<file path="config.mk">
export PLATFORM = sky130hd
export DESIGN_NAME = imem_loader_rv32i_flat
export DESIGN_NICKNAME = d
export VERILOG_FILES = /design/src/rtl/loader_pkg_rv32i.sv /design/src/rtl/imem_loader_rv32i_if.sv /design/src/rtl/byte_packer_rv32i.sv /design/src/rtl/imem_loader_rv32i.sv /design/src/flat_wrapper.sv
export SDC_FILE = /design/constraint.sdc
export NUM_CORES = 1
export LEC_CHECK = 0
export BUFFER_PORTS_ARGS = -buffer_cell sky130_fd_sc_hd__buf_4
export CAP_MARGIN = 10
export CORE_UTILIZATION = 58
export DETAILED_ROUTE_END_ITERATION = 7
export PLACE_DENSITY = 0.89
export REMOVE_ABC_BUFFERS = 1
export SETUP_SLACK_MARGIN = 0.05
export SLEW_MARGIN = 5
export SYNTH_ARGS = -nofsm -noshare
export SYNTH_HDL_FRONTEND = slang
export SYNTH_SLANG_ARGS = --single-unit
</file>
<file path="constraint.sdc">
create_clock -name clock -period 4.16 [get_ports clock]
set_input_delay 0.832 -clock clock [delete_from_list [all_inputs] [get_ports clock]]
set_output_delay 0.832 -clock clock [all_outputs]
set_load 0.02 [all_outputs]
</file>
<file path="src/rtl/loader_pkg_rv32i.sv">
// Shared definitions for the RV32I instruction-memory loader.
//   DEFAULT_ADDR_WIDTH : default word-address width of the instruction memory
//   state_e            : loader FSM state encoding
package loader_pkg_rv32i;

  localparam int unsigned DEFAULT_ADDR_WIDTH = 8;

  typedef enum logic [2:0] {
    IDLE  = 3'd0,
    RECV  = 3'd1,
    WRITE = 3'd2,
    CHECK = 3'd3,
    DONE  = 3'd4,
    ERR   = 3'd5
  } state_e;

endpackage

</file>
<file path="src/rtl/imem_loader_rv32i_if.sv">
// Byte-stream, control/status and instruction-memory write bundle of the loader.
//   master : byte source / controller (drives start, word_count, rx_data, rx_valid)
//   slave  : the loader (drives rx_ready, imem_*, cpu_reset, busy, done, err)
interface imem_loader_rv32i_if #(
  parameter int unsigned ADDR_WIDTH = loader_pkg_rv32i::DEFAULT_ADDR_WIDTH
);

  logic                  start;
  logic [ADDR_WIDTH:0]   word_count;
  logic [7:0]            rx_data;
  logic                  rx_valid;
  logic                  rx_ready;
  logic                  imem_we;
  logic [31:0]           imem_waddr;
  logic [31:0]           imem_wdata;
  logic                  cpu_reset;
  logic                  busy;
  logic                  done;
  logic                  err;

  modport master (
    output start, word_count, rx_data, rx_valid,
    input  rx_ready, imem_we, imem_waddr, imem_wdata, cpu_reset, busy, done, err
  );

  modport slave (
    input  start, word_count, rx_data, rx_valid,
    output rx_ready, imem_we, imem_waddr, imem_wdata, cpu_reset, busy, done, err
  );

endinterface

</file>
<file path="src/rtl/byte_packer_rv32i.sv">
// Four-lane little-endian byte-to-word assembler.
//   clock, reset : clock and synchronous active-high reset
//   clr          : drop any partial word and restart at lane 0
//   byte_en      : accept byte_in into the current lane
//   byte_in      : stream byte
//   word_c       : word including the byte accepted this cycle
//   word_full_c  : strobe, this cycle's byte completes the word (lane 3)
module byte_packer_rv32i (
  input  logic        clock,
  input  logic        reset,
  input  logic        clr,
  input  logic        byte_en,
  input  logic [7:0]  byte_in,
  output logic [31:0] word_c,
  output logic        word_full_c
);

  logic [3:0][7:0] lanes_q, lanes_d;
  logic [1:0]      byte_idx_q, byte_idx_d;

  // Lane fill; the 2-bit index wraps to lane 0 after lane 3.
  always_comb begin
    lanes_d    = lanes_q;
    byte_idx_d = byte_idx_q;
    if (clr) begin
      lanes_d    = '0;
      byte_idx_d = '0;
    end else if (byte_en) begin
      lanes_d[byte_idx_q] = byte_in;
      byte_idx_d          = byte_idx_q + 2'd1;
    end
  end

  // Look-ahead view so the owner can register the full word on the last byte.
  assign word_c      = lanes_d;
  assign word_full_c = byte_en && (byte_idx_q == 2'd3);

  always_ff @(posedge clock) begin
    if (reset) begin
      lanes_q    <= '0;
      byte_idx_q <= '0;
    end else begin
      lanes_q    <= lanes_d;
      byte_idx_q <= byte_idx_d;
    end
  end

endmodule

</file>
<file path="src/rtl/imem_loader_rv32i.sv">
// Loads the RV32I instruction memory from a byte stream, checks a trailing XOR
// checksum and holds the CPU in reset until a load completes cleanly.
//   clock, reset : clock and synchronous active-high reset
//   bus          : slave side of imem_loader_rv32i_if (start/word_count control,
//                  rx_* byte stream, imem_* word writes, cpu_reset/busy/done/err)
module imem_loader_rv32i
  import loader_pkg_rv32i::*;
#(
  parameter int unsigned ADDR_WIDTH = DEFAULT_ADDR_WIDTH,
  parameter logic [31:0] BASE_ADDR  = 32'h0000_0000
) (
  input logic                clock,
  input logic                reset,
  imem_loader_rv32i_if.slave bus
);

  localparam int unsigned      CNT_W = ADDR_WIDTH + 1;
  localparam logic [CNT_W-1:0] DEPTH = CNT_W'(1) << ADDR_WIDTH;

  state_e           state_q, state_d;
  logic [CNT_W-1:0] count_q, count_d;
  logic [CNT_W-1:0] word_idx_q, word_idx_d;
  logic [7:0]       csum_q, csum_d;
  logic             rx_ready_q, rx_ready_d;
  logic             imem_we_q, imem_we_d;
  logic [31:0]      imem_waddr_q, imem_waddr_d;
  logic [31:0]      imem_wdata_q, imem_wdata_d;
  logic             cpu_reset_q, cpu_reset_d;
  logic             busy_q, busy_d;
  logic             done_q, done_d;
  logic             err_q, err_d;

  logic             byte_fire_c;
  logic             pk_clr_c;
  logic             pk_en_c;
  logic             pk_full_c;
  logic [31:0]      pk_word_c;

  assign byte_fire_c = bus.rx_valid && rx_ready_q;
  assign pk_en_c     = byte_fire_c && (state_q == RECV);

  byte_packer_rv32i u_packer (
    .clock       (clock),
    .reset       (reset),
    .clr         (pk_clr_c),
    .byte_en     (pk_en_c),
    .byte_in     (bus.rx_data),
    .word_c      (pk_word_c),
    .word_full_c (pk_full_c)
  );

  // Next state, datapath updates and next values of the registered outputs.
  always_comb begin
    state_d      = state_q;
    count_d      = count_q;
    word_idx_d   = word_idx_q;
    csum_d       = csum_q;
    imem_wdata_d = imem_wdata_q;
    pk_clr_c     = 1'b0;

    unique case (state_q)
      IDLE, DONE, ERR: begin
        if (bus.start) begin
          count_d    = bus.word_count;
          word_idx_d = '0;
          csum_d     = '0;
          pk_clr_c   = 1'b1;
          if (bus.word_count > DEPTH)          state_d = ERR;
          else if (bus.word_count == '0)       state_d = CHECK;
          else                                 state_d = RECV;
        end
      end
      RECV: begin
        if (byte_fire_c) begin
          csum_d = csum_q ^ bus.rx_data;
          if (pk_full_c) begin
            imem_wdata_d = pk_word_c;
            state_d      = WRITE;
          end
        end
      end
      WRITE: begin
        word_idx_d = word_idx_q + CNT_W'(1);
        state_d    = (word_idx_q + CNT_W'(1) == count_q) ? CHECK : RECV;
      end
      CHECK: begin
        if (byte_fire_c) state_d = (bus.rx_data == csum_q) ? DONE : ERR;
      end
      default: state_d = IDLE;
    endcase

    // Outputs are registered from the next state so they align with it.
    rx_ready_d   = (state_d == RECV) || (state_d == CHECK);
    imem_we_d    = (state_d == WRITE);
    busy_d       = (state_d == RECV) || (state_d == WRITE) || (state_d == CHECK);
    done_d       = (state_d == DONE);
    err_d        = (state_d == ERR);
    cpu_reset_d  = (state_d != DONE);
    imem_waddr_d = BASE_ADDR + 32'({word_idx_d, 2'b00});
  end

  always_ff @(posedge clock) begin
    if (reset) state_q <= IDLE;
    else       state_q <= state_d;
  end

  always_ff @(posedge clock) begin
    if (reset) begin
      count_q      <= '0;
      word_idx_q   <= '0;
      csum_q       <= '0;
      rx_ready_q   <= 1'b0;
      imem_we_q    <= 1'b0;
      imem_waddr_q <= BASE_ADDR;
      imem_wdata_q <= '0;
      cpu_reset_q  <= 1'b1;
      busy_q       <= 1'b0;
      done_q       <= 1'b0;
      err_q        <= 1'b0;
    end else begin
      count_q      <= count_d;
      word_idx_q   <= word_idx_d;
      csum_q       <= csum_d;
      rx_ready_q   <= rx_ready_d;
      imem_we_q    <= imem_we_d;
      imem_waddr_q <= imem_waddr_d;
      imem_wdata_q <= imem_wdata_d;
      cpu_reset_q  <= cpu_reset_d;
      busy_q       <= busy_d;
      done_q       <= done_d;
      err_q        <= err_d;
    end
  end

  assign bus.rx_ready   = rx_ready_q;
  assign bus.imem_we    = imem_we_q;
  assign bus.imem_waddr = imem_waddr_q;
  assign bus.imem_wdata = imem_wdata_q;
  assign bus.cpu_reset  = cpu_reset_q;
  assign bus.busy       = busy_q;
  assign bus.done       = done_q;
  assign bus.err        = err_q;

endmodule

</file>
<file path="src/flat_wrapper.sv">
// flat-port wrapper written by rule: the top's interface ports become plain ports
module imem_loader_rv32i_flat import loader_pkg_rv32i::*;
#(
  parameter int unsigned ADDR_WIDTH = DEFAULT_ADDR_WIDTH,
  parameter logic [31:0] BASE_ADDR  = 32'h0000_0000
)
  (clock, reset, bus_start, bus_word_count, bus_rx_data, bus_rx_valid, bus_rx_ready, bus_imem_we, bus_imem_waddr, bus_imem_wdata, bus_cpu_reset, bus_busy, bus_done, bus_err);
  imem_loader_rv32i_if #(.ADDR_WIDTH(ADDR_WIDTH)) bus_i ();
  input logic clock;
  input logic reset;
  input wire logic [$bits(bus_i.start)-1:0] bus_start;
  input wire logic [$bits(bus_i.word_count)-1:0] bus_word_count;
  input wire logic [$bits(bus_i.rx_data)-1:0] bus_rx_data;
  input wire logic [$bits(bus_i.rx_valid)-1:0] bus_rx_valid;
  output wire logic [$bits(bus_i.rx_ready)-1:0] bus_rx_ready;
  output wire logic [$bits(bus_i.imem_we)-1:0] bus_imem_we;
  output wire logic [$bits(bus_i.imem_waddr)-1:0] bus_imem_waddr;
  output wire logic [$bits(bus_i.imem_wdata)-1:0] bus_imem_wdata;
  output wire logic [$bits(bus_i.cpu_reset)-1:0] bus_cpu_reset;
  output wire logic [$bits(bus_i.busy)-1:0] bus_busy;
  output wire logic [$bits(bus_i.done)-1:0] bus_done;
  output wire logic [$bits(bus_i.err)-1:0] bus_err;
  assign bus_i.start = bus_start;
  assign bus_i.word_count = bus_word_count;
  assign bus_i.rx_data = bus_rx_data;
  assign bus_i.rx_valid = bus_rx_valid;
  assign bus_rx_ready = bus_i.rx_ready;
  assign bus_imem_we = bus_i.imem_we;
  assign bus_imem_waddr = bus_i.imem_waddr;
  assign bus_imem_wdata = bus_i.imem_wdata;
  assign bus_cpu_reset = bus_i.cpu_reset;
  assign bus_busy = bus_i.busy;
  assign bus_done = bus_i.done;
  assign bus_err = bus_i.err;
  imem_loader_rv32i #(.ADDR_WIDTH(ADDR_WIDTH), .BASE_ADDR(BASE_ADDR)) u_core (.clock(clock), .reset(reset), .bus(bus_i));
endmodule
</file>
## Word level (Yosys, flattened, before mapping)

Index checks and enable logic that the tools add are counted.

| storage, ports and cells | value |
|---|---|
| register bits | 124 |
| word-level logic and storage cells | 75 |

| operators by class | value |
|---|---|
| reductions and logical operators | 15 |
| equal/unequal tests | 16 |
| bitwise operators | 1 |
| magnitude comparators | 3 |
| add/sub/neg operators | 2 |
| multiplexer cells | 21 |

Operators by type and width:

| operator | count |
|---|---|
| $mux 32 | 2 |
| $bwmux 32 | 1 |
| $mux 8 | 3 |
| $pmux 9 s2 | 1 |
| $demux 8 s2 | 1 |
| $pmux 8 s2 | 1 |
| $mux 3 | 5 |
| $eq 3x2->1 const B | 4 |
| $eq 3x3->1 const B | 4 |
| $pmux 3 s4 | 1 |
| $add 9x1->9 const B | 1 |
| $eq 9x9->1 | 1 |
| $gt 9x9->1 const B | 1 |
| $logic_not 9->1 | 1 |
| $mux 9 | 1 |
| $eq 8x8->1 | 1 |
| $xor 8x8->8 | 1 |
| $eq 3x1->1 const B | 2 |
| $reduce_and 3->1 | 2 |
| $logic_and 1x1->1 | 4 |
| $mux 2 | 2 |
| $logic_not 3->1 | 1 |
| $logic_or 1x1->1 | 3 |
| $lt 2x3->1 const B | 1 |
| other kinds (11) | 13 |

## Longest topological paths before layout

| logic depth | value |
|---|---|
| depth after elaboration | 9 |
| gate-level depth with buffers | 7 |
| gate-level depth less buffers | 6 |

## By module

From an unflattened synthesis, not the netlist that was laid out.

| unflattened totals | value |
|---|---|
| cells, all modules | 591 |
| area total of the unflattened synthesis | 4976.0 µm² |

By module, submodules not included:

| module | sequential area each (µm²) | cells an instance | instances | area each (µm²) |
|---|---|---|---|---|
| imem_loader_rv32i | 1341.3 | 394 | 1 | 3148.0 |
| byte_packer_rv32i | 680.7 | 197 | 1 | 1828.0 |

## Worst setup path before layout

OpenSTA, ideal clock, no wires.

| timing path | value |
|---|---|
| path kind | input port to flip-flop |
| start | input port bus_rx_valid |
| end | register u_core.imem_we_q, in the netlist u_core.bus.imem_we |
| path slack | 2090 ps |
| stages | 6 |
| buffers on the path | 1 |
| setup time | 80 ps |
| data arrival time | 1990 ps |
| path through | and2_0 > buf_2 > a31o_2 > a31o_2 > or2_2 > nor3b_1 |

| between the ends | value |
|---|---|
| cells in the longest elaborated chain, start to end | 7 |
| elaborated cells on any way between the ends | 8 |

RTL lines:

| what | RTL line | text |
|---|---|---|
| start, declared | flat_wrapper.sv:14 | `input wire logic [$bits(bus_i.rx_valid)-1:0] bus_rx_valid;` |
| $logic_and 1x1->1 * | imem_loader_rv32i.sv:39 | `assign byte_fire_c = bus.rx_valid && rx_ready_q;` |
| $logic_and 1x1->1 | imem_loader_rv32i.sv:40 | `assign pk_en_c = byte_fire_c && (state_q == RECV);` |
| $logic_and 1x1->1 | byte_packer_rv32i.sv:36 | `assign word_full_c = byte_en && (byte_idx_q == 2'd3);` |
| $mux 3 | imem_loader_rv32i.sv:76 | `if (pk_full_c) begin` |
| $mux 3 | imem_loader_rv32i.sv:74 | `if (byte_fire_c) begin` |
| $pmux 3 s4 * | imem_loader_rv32i.sv:61 | `unique case (state_q)` |
| $eq 3x2->1 * | imem_loader_rv32i.sv:94 | `imem_we_d = (state_d == WRITE);` |
| end signal, assigned | imem_loader_rv32i.sv:125 | `imem_we_q <= imem_we_d;` |
| end, declared | imem_loader_rv32i.sv:25 | `logic imem_we_q, imem_we_d;` |

Every way passes the cells marked *; elsewhere a longest branch is shown, timed or not.
A chain may end at the register's enable or synchronous reset.

## Worst setup path in the final report

| timing path | value |
|---|---|
| start | register u_core.state_q[0] |
| end | register u_core.imem_wdata_q[7], in the netlist u_core.bus.imem_wdata[7] |

| between the ends | value |
|---|---|
| cells in the longest elaborated chain, start to end | 4 |
| elaborated cells on any way between the ends | 11 |

RTL lines:

| what | RTL line | text |
|---|---|---|
| start, declared | imem_loader_rv32i.sv:20 | `state_e state_q, state_d;` |
| start signal, assigned | imem_loader_rv32i.sv:104 | `else state_q <= state_d;` |
| $eq 3x3->1 (tied with other cells) | imem_loader_rv32i.sv:61 |  |
| $reduce_or 3->1 / $logic_and 1x1->1 (equally long branches) | imem_loader_rv32i.sv:61, imem_loader_rv32i.sv:40 |  |
| $mux 1 (tied with other cells) | imem_loader_rv32i.sv:61 |  |
| $mux 32 / $reduce_and 3->1 (equally long branches) | -- |  |
| end signal, assigned | imem_loader_rv32i.sv:127 | `imem_wdata_q <= imem_wdata_d;` |
| end, declared | imem_loader_rv32i.sv:27 | `logic [31:0] imem_wdata_q, imem_wdata_d;` |

Several ways; a longest one is shown, not always the timed one.

==> results.md <==
- Crit path buf inv count: 0
- Peak Freq: 0.3798 GHz
- Hold Slack: 0.4600 ns
- Hpwl dp: 5804 um
- Crit path DAT: 2.93 ns
- P_leak: 1.968 nW
- Average vias per placed instance: 5.377
- WS Path Type: flop to flop
- Full die area: 0.007714 mm^2
- Top_reg_cell synth: dfxtp_1
- Setup Fix Bufs, Post-CTS: 0
- Pin count of the biggest net entering global routing: 87
- Routability Congestion: 0.8549
- Final Cell Area: 0.004881 mm^2
- Area grow syn2layout: 14.23%
- Critical Path RT: 4.45 ns
- Vias in the first global route: 3,126
- Setup tns final: 0 ns
- Commonest cells after routing, fill and taps aside: dfxtp_1 (93), nand2_1 (89), buf_4 (69)
- IO buf count: 67
- Drt pass-1 iters: 4
- First-pass GRT wire length: 14,450 um
- Top delay family on crit path: simple AND/OR/NAND/NOR gates
- Most common cell after layout, fill and taps aside: dfxtp_1
- Synth area leaders: dfxtp_1 (44%), nand2_1 (7.8%), a21oi_1 (7.4%)
- I/O pins: 91
- Clock tree buffer depth: 2
- Slowest stage delay, CP: 0.57 ns
- Yosys warnings: 0
- Initial drt markers: 156
- CP Cell Sequence: or3b_1 > nor2_2 > nand2_1 > or3_1 > a21oi_1
- CTS tree: yes
- Synth Instances: 515
- H-Tree Depth: 3
- # rows: 30
- Final nets: 586
- Synth area leader: dfxtp_1
- Hold buffer count at cts: 0
- DRT antenna net count: 0
- Slew @ Worst Pin: 1.100 ns
- FFs w/ async S/R, synth: 0%
- Peak VDD IR: 0.2846 mV
- Top-area cell type share of the netlist area: 43.57%
- N_diodes: 0
- Fill cells: 576
- Final slew viol count: 0
- EDFF count, synth: 0
- Clock Tree Root: clkbuf_8
- Pwr Density: 343.8 mW/mm^2
- Clock tree sinks: 93
- Fin crit share: 63.29%
- Crit-path max FO: 16
- CP max stage cell: or3b_1
- Vias: 3,554
- Syn avg cell area: 8.297 um^2
- Mapped Area: 0.004273 mm^2
- Core area: 0.006944 mm^2
- Reg clk slew, reported paths: 0.09 ns
- Final hold vios: 0
- WL final: 8738 um
- CTS resizes: 0
- Initial Util: 61.53%
- CTS Buf Count: 9
- WL/cell: 13.22 um
- Clock skew: 0.01265 ns
- Crit path time final: 2.633 ns
- Total Routing Usage GR: 24.25%
- PnR worst setup slack: 1.527 ns
- GRT overflow: 0
- Setup-failing EPs final: 0
- Synth unique cells: 49
- Layout cell share with drive strength beyond 1: 21.42%
- RSZ-0062 raised after global routing: false
- Hold Path Class: flop to flop
- Rel. slew slack: 26.68%
- Dpl ws: 1.445 ns
- Initial antenna violation count: 0
- Sequential share of the synthesized area: 43.57%
- Status: complete, no violations
- Register bit total from synthesis: 93
- Clock latency on the worst-skew pair: 0.37 ns
- Setup crit start kind: flop
- DRC: 0
- Placed Area: 0.004674 mm^2
- Maxcap violations: 0
- Die Width: 87.83 um
- Die H: 87.83 um
- CP Capture Type: flop
==> metal layers <==
metal  track usage [%]  routed length, um  up-vias
li1                  -                  -     1779
met1             30.15               3834     1656
met2             39.39               4269      105
met3             5.278                457       14
met4             12.82                176        0
met5                 0                  0        -
==> cell families (layout without fill, tap and decap cells) <==
kind of cell / after synthesis / count (layout) / share of synthesized area [%]
buffers and inverters: 61 / 89 / 7.877
xor gates and xnor gates: 22 / 22 / 4.509
and+or+nand+nor: 219 / 219 / 24.86
other: 1 / 23 / 0.08776
adders and majority gates: 5 / 5 / 1.464
AOI/OAI and AO/OA: 90 / 90 / 11.33
muxes: 24 / 24 / 6.296
DFF: 93 / 93 / 43.57
==> synth_stat cells (2+ instances only) <==
library cell	number
and3_1	5
and4_1	3
ha_1	5
inv_1	4
nand3_2	4
nand3_1	25
nand2_1	89
buf_2	14
xor2_1	12
buf_1	2
a31oi_1	2
nor4_1	6
a31o_2	2
nor2_1	50
o21ai_0	15
nor3b_1	2
clkbuf_1	17
dfxtp_1	93
nor3_1	4
mux2_2	23
nand2b_1	4
buf_4	24
a21oi_1	63
xnor2_1	10
nand3b_1	10
nor2b_1	3
a22oi_1	2
==> final cells by class <==
cell class / count / area, um^2 / share of cell area, %
timing repair buffer: 69 / 518.0 / 10.61
clock buffer: 10 / 137.6 / 2.820
clock inverter: 6 / 68.82 / 1.410
multi-input combinational: 383 / 2160 / 44.25
tap: 96 / 120.1 / 2.461
sequential: 93 / 1862 / 38.14
inverter: 4 / 15.01 / 0.3076
==> worst paths after layout <==
path / from / endpoint / slack, ns / cells after the start
worst max-delay path: u_core.state_q[0] / u_core.bus.imem_wdata[7] / 1.53 / 5
worst min-delay path: u_core.bus.imem_wdata[28] / u_core.bus.imem_wdata[28] / 0.46 / 2
worst max register to register: u_core.state_q[0] / u_core.bus.imem_wdata[7] / 1.53 / 5
worst min register to register: u_core.bus.imem_wdata[28] / u_core.bus.imem_wdata[28] / 0.46 / 2
==> power breakdown <==
group	internal, W	switching [W]	total (W)
clock	0.000298	0.000323	0.000622
sequential	0.000902	0.0000106	0.000912
combinational	0.0000461	0.0000978	0.000144
total	0.00125	0.000432	0.00168
==> state kept, by name, summed over array words and instances (netlist names), 2 cells and up <==
| name | flops |
|---|---|
| u_core.word_idx_q | 9 |
| u_core.u_packer.lanes_q | 24 |
| u_core.count_q | 9 |
| u_core.bus.imem_wdata | 32 |
| u_core.u_packer.byte_idx_q | 2 |
| u_core.csum_q | 8 |
| u_core.state_q | 3 |
==> per-stage QoR <==
| stage | power, W | util, % | std cells |
|---|---|---|---|
| 2_1_floorplan | 0.001016 | - | 480 |
| 3_3_place_gp | 0.001074 | 67.32 | 645 |
| 3_5_place_dp | 0.001076 | 67.32 | 645 |
| 4_1_cts | 0.001693 | 70.29 | 661 |
| 5_1_grt | 0.001750 | 70.29 | 661 |
| 6_report | 0.001678 | 70.29 | 661 |
==> worst register-to-register path: stages (launching register included) <==
cell,delay [ns]
dfxtp_1,0.48
or3b_1,0.57
nor2_2,0.47
nand2_1,0.45
or3_1,0.47
a21oi_1,0.12
Note: power is estimated with default switching activity, not from simulation.
